<file path="config.mk">
export PLATFORM = sky130hd
export DESIGN_NAME = riscv_stream_bridge
export DESIGN_NICKNAME = d
export VERILOG_FILES = /design/src/rtl/riscv_stream_pkg.sv /design/src/rtl/stream_fifo.sv /design/src/rtl/riscv_stream_bridge.sv
export SDC_FILE = /design/constraint.sdc
export NUM_CORES = 1
export LEC_CHECK = 0
export CAP_MARGIN = 15
export CORE_MARGIN = 2
export CORE_UTILIZATION = 45
export CTS_CLUSTER_DIAMETER = 80
export DETAILED_ROUTE_END_ITERATION = 12
export GPL_TIMING_DRIVEN = 0
export PLACE_DENSITY = 0.66
export SYNTH_ARGS = -nofsm -noshare
export SYNTH_HDL_FRONTEND = slang
export SYNTH_HIERARCHICAL = 1
export SYNTH_SLANG_ARGS = --single-unit
export TNS_END_PERCENT = 10
</file>
<file path="constraint.sdc">
create_clock -name clk -period 3.1 [get_ports clk]
set_input_delay 0.62 -clock clk [delete_from_list [all_inputs] [get_ports clk]]
set_output_delay 0.62 -clock clk [all_outputs]
set_load 0.02 [all_outputs]
</file>
<file path="src/rtl/riscv_stream_pkg.sv">
// Register map, decoded-request record and console word layout shared by
// the picorv32 stream bridge and its FIFOs.
package riscv_stream_pkg;

  localparam logic [8:0] OFF_RX_STATUS = 9'h100;
  localparam logic [8:0] OFF_TX_STATUS = 9'h104;
  localparam logic [8:0] OFF_PRINT     = 9'h108;
  localparam int         WIN_BYTES     = 512;

  localparam int PRINT_W   = 49;
  localparam int PRINT_PAD = 40;
  typedef logic [PRINT_W-1:0] print_word_t;

  typedef struct packed {
    logic       in_win;
    logic       is_wr;
    logic       is_chan;
    logic       is_rxs;
    logic       is_txs;
    logic       is_print;
    logic [5:0] chan;
  } req_dec_t;

  function automatic print_word_t make_print(input logic [7:0] b);
    return {1'b1, {PRINT_PAD{1'b0}}, b};
  endfunction

endpackage

</file>
<file path="src/rtl/stream_fifo.sv">
// Single-clock FIFO with show-ahead head; push is refused when full and pop
// when empty, so a full FIFO seeing both in one cycle only pops.
module stream_fifo #(
  parameter int DATA_WIDTH = 32,
  parameter int FIFO_DEPTH = 4
) (
  input  logic                  clk,
  input  logic                  resetn,
  input  logic                  push,
  input  logic [DATA_WIDTH-1:0] wdata,
  input  logic                  pop,
  output logic [DATA_WIDTH-1:0] rdata,
  output logic                  empty,
  output logic                  full
);
  localparam int AW = $clog2(FIFO_DEPTH);
  localparam int CW = $clog2(FIFO_DEPTH + 1);

  logic [DATA_WIDTH-1:0] mem [FIFO_DEPTH];
  logic [AW-1:0]         wr_ptr, rd_ptr;
  logic [CW-1:0]         count;
  logic                  do_push, do_pop;

  assign empty   = (count == '0);
  assign full    = (count == CW'(FIFO_DEPTH));
  assign do_push = push & ~full;
  assign do_pop  = pop & ~empty;
  assign rdata   = mem[rd_ptr];

  // Depth is a power of two, so pointer overflow is the modulo wrap.
  always_ff @(posedge clk or negedge resetn) begin
    if (!resetn) begin
      wr_ptr <= '0;
      rd_ptr <= '0;
      count  <= '0;
    end else begin
      if (do_push) wr_ptr <= wr_ptr + 1'b1;
      if (do_pop)  rd_ptr <= rd_ptr + 1'b1;
      case ({do_push, do_pop})
        2'b10:   count <= count + 1'b1;
        2'b01:   count <= count - 1'b1;
        default: count <= count;
      endcase
    end
  end

  always_ff @(posedge clk) begin
    if (do_push) mem[wr_ptr] <= wdata;
  end

endmodule

</file>
<file path="src/rtl/riscv_stream_bridge.sv">
// picorv32 native-bus slave exposing NUM_PORTS TX/RX stream FIFO pairs,
// two status registers and a console print strobe in a 512-byte window.
module riscv_stream_bridge
  import riscv_stream_pkg::*;
#(
  parameter int          NUM_PORTS  = 5,
  parameter int          DATA_WIDTH = 32,
  parameter int          FIFO_DEPTH = 4,
  parameter logic [31:0] BASE_ADDR  = 32'h1000_0000
) (
  input  logic                            clk,
  input  logic                            resetn,
  input  logic                            mem_valid,
  input  logic [31:0]                     mem_addr,
  input  logic [31:0]                     mem_wdata,
  input  logic [3:0]                      mem_wstrb,
  output logic                            mem_ready,
  output logic [31:0]                     mem_rdata,
  input  logic [NUM_PORTS*DATA_WIDTH-1:0] din,
  input  logic [NUM_PORTS-1:0]            val_in,
  output logic [NUM_PORTS-1:0]            ready_upward,
  output logic [NUM_PORTS*DATA_WIDTH-1:0] dout,
  output logic [NUM_PORTS-1:0]            val_out,
  input  logic [NUM_PORTS-1:0]            ready_downward,
  output logic [48:0]                     print_out
);
  localparam int STAGES = 1;

  logic [NUM_PORTS-1:0][DATA_WIDTH-1:0] din_v, tx_head, rx_head;
  logic [NUM_PORTS-1:0] tx_empty, tx_full, rx_empty, rx_full;
  logic [NUM_PORTS-1:0] rx_nonempty, tx_notfull;
  logic [NUM_PORTS-1:0] chan_sel, tx_push, rx_pop;

  logic [31:0] offset;
  req_dec_t    dec;
  logic        chan_ok, sat, fire;
  logic [31:0] rd_val;
  // [0] is the ack pulse itself, [1] masks the cycle after it.
  logic [STAGES:0] vld_pipe;
  logic        unused_ok;

  assign din_v        = din;
  assign dout         = tx_head;
  assign val_out      = ~tx_empty;
  assign ready_upward = ~rx_full;
  assign rx_nonempty  = ~rx_empty;
  assign tx_notfull   = ~tx_full;
  assign mem_ready    = vld_pipe[0];
  assign unused_ok    = ^{offset[1:0], mem_wdata};

  assign offset = mem_addr - BASE_ADDR;

  always_comb begin
    dec          = '0;
    dec.in_win   = (offset < 32'(WIN_BYTES));
    dec.is_wr    = |mem_wstrb;
    dec.is_chan  = ~offset[8];
    dec.is_rxs   = (offset[8:2] == OFF_RX_STATUS[8:2]);
    dec.is_txs   = (offset[8:2] == OFF_TX_STATUS[8:2]);
    dec.is_print = (offset[8:2] == OFF_PRINT[8:2]);
    dec.chan     = offset[7:2];
  end

  for (genvar i = 0; i < NUM_PORTS; i++) begin : g_sel
    assign chan_sel[i] = dec.is_chan && (dec.chan == 6'(i));
  end
  assign chan_ok = |chan_sel;

  // Only a data access to a real channel can stall; everything else in
  // the window completes immediately.
  always_comb begin
    sat = 1'b1;
    if (chan_ok) sat = dec.is_wr ? |(chan_sel & tx_notfull) : |(chan_sel & rx_nonempty);
  end

  assign fire = mem_valid & ~vld_pipe[0] & ~vld_pipe[1] & dec.in_win & sat;

  always_comb begin
    rd_val = '0;
    if (dec.is_rxs)      rd_val = 32'(rx_nonempty);
    else if (dec.is_txs) rd_val = 32'(tx_notfull);
    else begin
      for (int i = 0; i < NUM_PORTS; i++)
        if (chan_sel[i]) rd_val = 32'(rx_head[i]);
    end
  end

  assign tx_push = {NUM_PORTS{fire & dec.is_wr}} & chan_sel;
  assign rx_pop  = {NUM_PORTS{fire & ~dec.is_wr}} & chan_sel;

  always_ff @(posedge clk or negedge resetn) begin
    if (!resetn) begin
      vld_pipe  <= '0;
      mem_rdata <= '0;
      print_out <= '0;
    end else begin
      vld_pipe  <= {vld_pipe[STAGES-1:0], fire};
      mem_rdata <= (fire && !dec.is_wr) ? rd_val : '0;
      print_out <= (fire && dec.is_wr && dec.is_print) ? make_print(mem_wdata[7:0]) : '0;
    end
  end

  for (genvar i = 0; i < NUM_PORTS; i++) begin : g_ch
    stream_fifo #(.DATA_WIDTH(DATA_WIDTH), .FIFO_DEPTH(FIFO_DEPTH)) u_tx (
      .clk   (clk),
      .resetn(resetn),
      .push  (tx_push[i]),
      .wdata (mem_wdata[DATA_WIDTH-1:0]),
      .pop   (ready_downward[i]),
      .rdata (tx_head[i]),
      .empty (tx_empty[i]),
      .full  (tx_full[i])
    );
    stream_fifo #(.DATA_WIDTH(DATA_WIDTH), .FIFO_DEPTH(FIFO_DEPTH)) u_rx (
      .clk   (clk),
      .resetn(resetn),
      .push  (val_in[i]),
      .wdata (din_v[i]),
      .pop   (rx_pop[i]),
      .rdata (rx_head[i]),
      .empty (rx_empty[i]),
      .full  (rx_full[i])
    );
  end

endmodule

</file>
==> results.cfg <==
[outcome]
outcome = completed

[global_route]
grt_pass1_vias = 27247
grt-ovfl-total = 0
antenna_found_initial = 33
grt_max_degree = 84
grt_first_pass_wirelength_mm = 188.9
grt_use_total_pct = 21.73

[logic_synthesis]
ys_seq_elements = 1393
yosys-top-cells-area = edfxtp_1 71%, mux4_2 13%, dfrtp_1 5.2%
yosys.cell_types.count = 57
avgSynthCellArea_sq_um = 22.91
synth_area_leader_cell = edfxtp_1
synth-edff-count = 1280
synth_compound_area_share_pct = 0.9545
synthArstFlopShare_pct = 8.112
synth_top_area_share_pct = 71.00
netlist_area_sq_um = 54140
muxShareOfSynthArea_pct = 15.24
synth_adder_area_share_pct = 1.525
synthFlopType = edfxtp_1
synthSimpleGateAreaFrac_pct = 2.122
yosysWarnings = 6
synth_xor_area_share_pct = 0.9707
synth_top_family_by_area = multiplexers
synthCells = 2363
yosysSeqAreaShare_pct = 76.22

[power]
pwr-share-comb_pct = 22.9
p_int_mw = 38.29
share_seq_of_total_power_pct = 44.4
finalPower_mw = 52.99
p_leak_nw = 22.39
powerDensity_nw_per_um2 = 795.3
p_sw_mw = 14.70
swShare_pct = 27.74
power.share.clock_pct = 32.7
ir_worst_vdd_mv = 0.5704

[clock_network]
clock_latency_ns = 0.75
clkTransAtPathRegs_ns = 0.06
cts.sinks = 1393
ctsHtreeMaxLevel = 4
cts_inserted_buffers = 143
cts_tree = built
cts_root_buf = clkbuf_16
clockBufferDepth = 3

[drt]
num_vias = 26326
wl_mm = 134.2
route.antenna.remaining_nets = 0
drt_iter0_markers = 2660
wire_per_inst_um = 28.04
drc = 0
drt_first_pass_iters = 5
vias_per_cell = 5.503

[place]
dp_hpwl_mm = 92.33
post_dp_cell_area_sq_um = 61600
portBuffers = 449
dp_slack_ns = -1.619
gp_congestion = 0.7988

[timing]
setup_viol = 0
worst_slack_ns = 0.02983
timing.hold.ws_ns = 0.3394
worst_pin_slew_ns = 0.9393
final_max_slew_viol_count = 0
fin_skew_ns = 0.02798
fin_crit_sh_pct = 99.04
worst_slew_margin_rel_pct = 37.19
hold_viol_final = 0
fmax_ghz = 0.3257
rsz0062_at_grt = yes
period_minus_slack_ns = 3.070

[finish]
area_delta_synth_final_pct = 23.07
postLayoutCellArea_sq_um = 66630
post-route-util_pct = 55.68
drive_above_1_share_pct = 26.06
nets = 3353

[worst_setup_path]
endpoint_kind = register
cpPeakStageDelay_ns = 0.57
cp_cell_sequence = clkdlybuf4s50_1 > or4_4 > buf_2 > a211oi_2 > o211ai_1 > nand3_2 > nor2_2 > nor2b_4 > inv_2 > ha_4 > inv_2 > fa_2 > xor2_1 > nor2_1 > xor2_1
startpoint_type = primary input
required_ns = 3.77
cp.arrival_ns = 3.74
crit_path_max_fanout = 6
slowest_stage = or4_4
startpoint = mem_addr[8]
r2r-start = g_ch[4].u_tx/count[0]
crit_type = in2reg

[floorplan]
die-area_sq_um = 123100
num_rows = 127
core_sq_um = 119700
initial_utilization_pct = 45.24
num_io_pins = 493
die_x_um = 350.9
fp.dieH_um = 350.9

[min_path]
hold_path_class = in2async

[job]
drv_cap = 0
[path summary, 6_finish.rpt]
path	endpoint	slack [ns]	cells past startpoint
min in group clk	vld_pipe[1]	0.47	0
worst min register to register	vld_pipe[1]	0.47	0
worst max register to register	g_ch[3].u_tx/count[2]	0.04	14
worst min-delay path	g_ch[1].u_rx/rd_ptr[1]	0.34	2
worst max-delay path	g_ch[3].u_tx/count[2]	0.03	15
max in group asynchronous	g_ch[0].u_tx/rd_ptr[1]	1.90	3
[cells in the final DEF, fill, tap and decap left out, types with 10 or more instances in the layout]
cell type,n
a22oi_1,28
and2_1,11
and2_2,36
buf_12,58
buf_2,26
buf_4,78
buf_6,13
bufinv_16,18
clkbuf_1,44
clkbuf_16,146
clkdlybuf4s50_1,291
clkinv_1,15
clkinv_2,23
conb_1,40
dfrtp_1,109
dlygate4sd2_1,156
edfxtp_1,1280
ha_1,45
inv_1,67
mux2_2,13
mux2i_1,14
mux4_1,40
mux4_2,307
nand2_1,24
nor2_1,38
nor3_1,15
o31a_1,10
xnor2_1,30
xor2_1,30
[per-stage QoR]
step           TNS (ns)  cells
5_1_grt         -0.3567   4782
2_1_floorplan    -77.71   2402
4_1_cts         -0.4349   4767
3_3_place_gp   -2015.01   4463
6_report              0   4784
3_5_place_dp    -776.29   4498
[cell type report]
cell class                 count  area, sq um
fill                        8813        53030
sequential                  1393        41270
multi-input combinational    795        11690
timing repair buffer         508         5239
clock buffer                 183         3822
tap                         1612         2017
buffer                       136         1350
clock inverter                76        938.4
inverter                      75        281.5
antenna                        6        15.01
[worst max-delay path: cells and delay by family]
family	cells	cell delay (ns)
buffers and inverters	4	0.80
adder cells (fa/ha/maj)	2	0.49
AND/OR/NAND/NOR	5	1.14
AO/OA/AOI/OAI	2	0.35
XOR/XNOR	2	0.32
[Yosys cell counts (2+ instances only)]
cell	count
mux2_2	13
edfxtp_1	1280
buf_12	30
or4_1	2
xnor2_1	30
fa_1	10
inv_1	75
and2_1	51
nor2b_2	10
o31a_1	10
dfrtp_1	113
nor4_1	4
mux4_1	40
a21oi_1	7
a22oi_1	28
nor3_1	17
a221oi_1	4
o21ai_0	6
xor2_1	30
nor2_2	3
mux4_2	307
nor2_1	46
buf_2	43
nand2_1	24
o22ai_1	4
buf_6	10
nand3_1	7
a211oi_1	3
buf_4	40
ha_1	50
nor3b_2	10
clkbuf_1	15
nor4b_1	3
buf_8	2
mux2i_1	14
[logic make-up after synthesis]
| kind of cell | Yosys count |
|---|---|
| flops | 1393 |
| mux | 374 |
| buf+inv | 216 |
| simple gates | 190 |
| compound gates | 69 |
| fa+ha+maj | 60 |
| xor+xnor | 60 |
| other cells | 1 |
[flip-flops by register name (all words and copies together), names as in the netlist, 9 cells and up]
signal / cells
g_ch.u_rx/count: 15
g_ch.u_rx/rd_ptr: 10
g_ch.u_rx/mem: 640
g_ch.u_tx/rd_ptr: 10
g_ch.u_rx/wr_ptr: 10
g_ch.u_tx/mem: 640
g_ch.u_tx/wr_ptr: 10
print_out: 9
mem_rdata: 32
g_ch.u_tx/count: 15
[power groups by stage]
| stage | combinational, mW | clock [mW] | sequential, mW |
|---|---|---|---|
| 6_report | 12.1 | 17.3 | 23.5 |
| 3_3_place_gp | 12.4 | 0 | 23.8 |
| 5_1_grt | 12.9 | 18.3 | 23.7 |
| 4_1_cts | 12.3 | 17.6 | 23.5 |
| 2_1_floorplan | 7.33 | 0 | 23.6 |
| 3_5_place_dp | 13.0 | 0 | 23.8 |
[layer usage]
| metal | part of all wire [%] | up-vias | wire [um] | GRT usage, % |
|---|---|---|---|---|
| li1 | - | 11041 | - | - |
| met1 | 38 | 13970 | 50330 | 26.61 |
| met2 | 52 | 1025 | 69670 | 37.55 |
| met3 | 7.5 | 238 | 10130 | 5.616 |
| met4 | 2.7 | 52 | 3687 | 7.322 |
| met5 | 0.25 | - | 334 | 0 |
[what timing repair did]
item | 4_1_cts | 5_1_grt
endpoints found under the setup margin | 823 | 61
gates resized for setup | 205 | 33
buffers inserted | 12 | 12
hold endpoints to repair | 30 | 0
hold buffers | 1 | 0
pin swaps | 8 | 18
cloned | 2 | 0
Note: power is estimated with default switching activity, not from simulation.
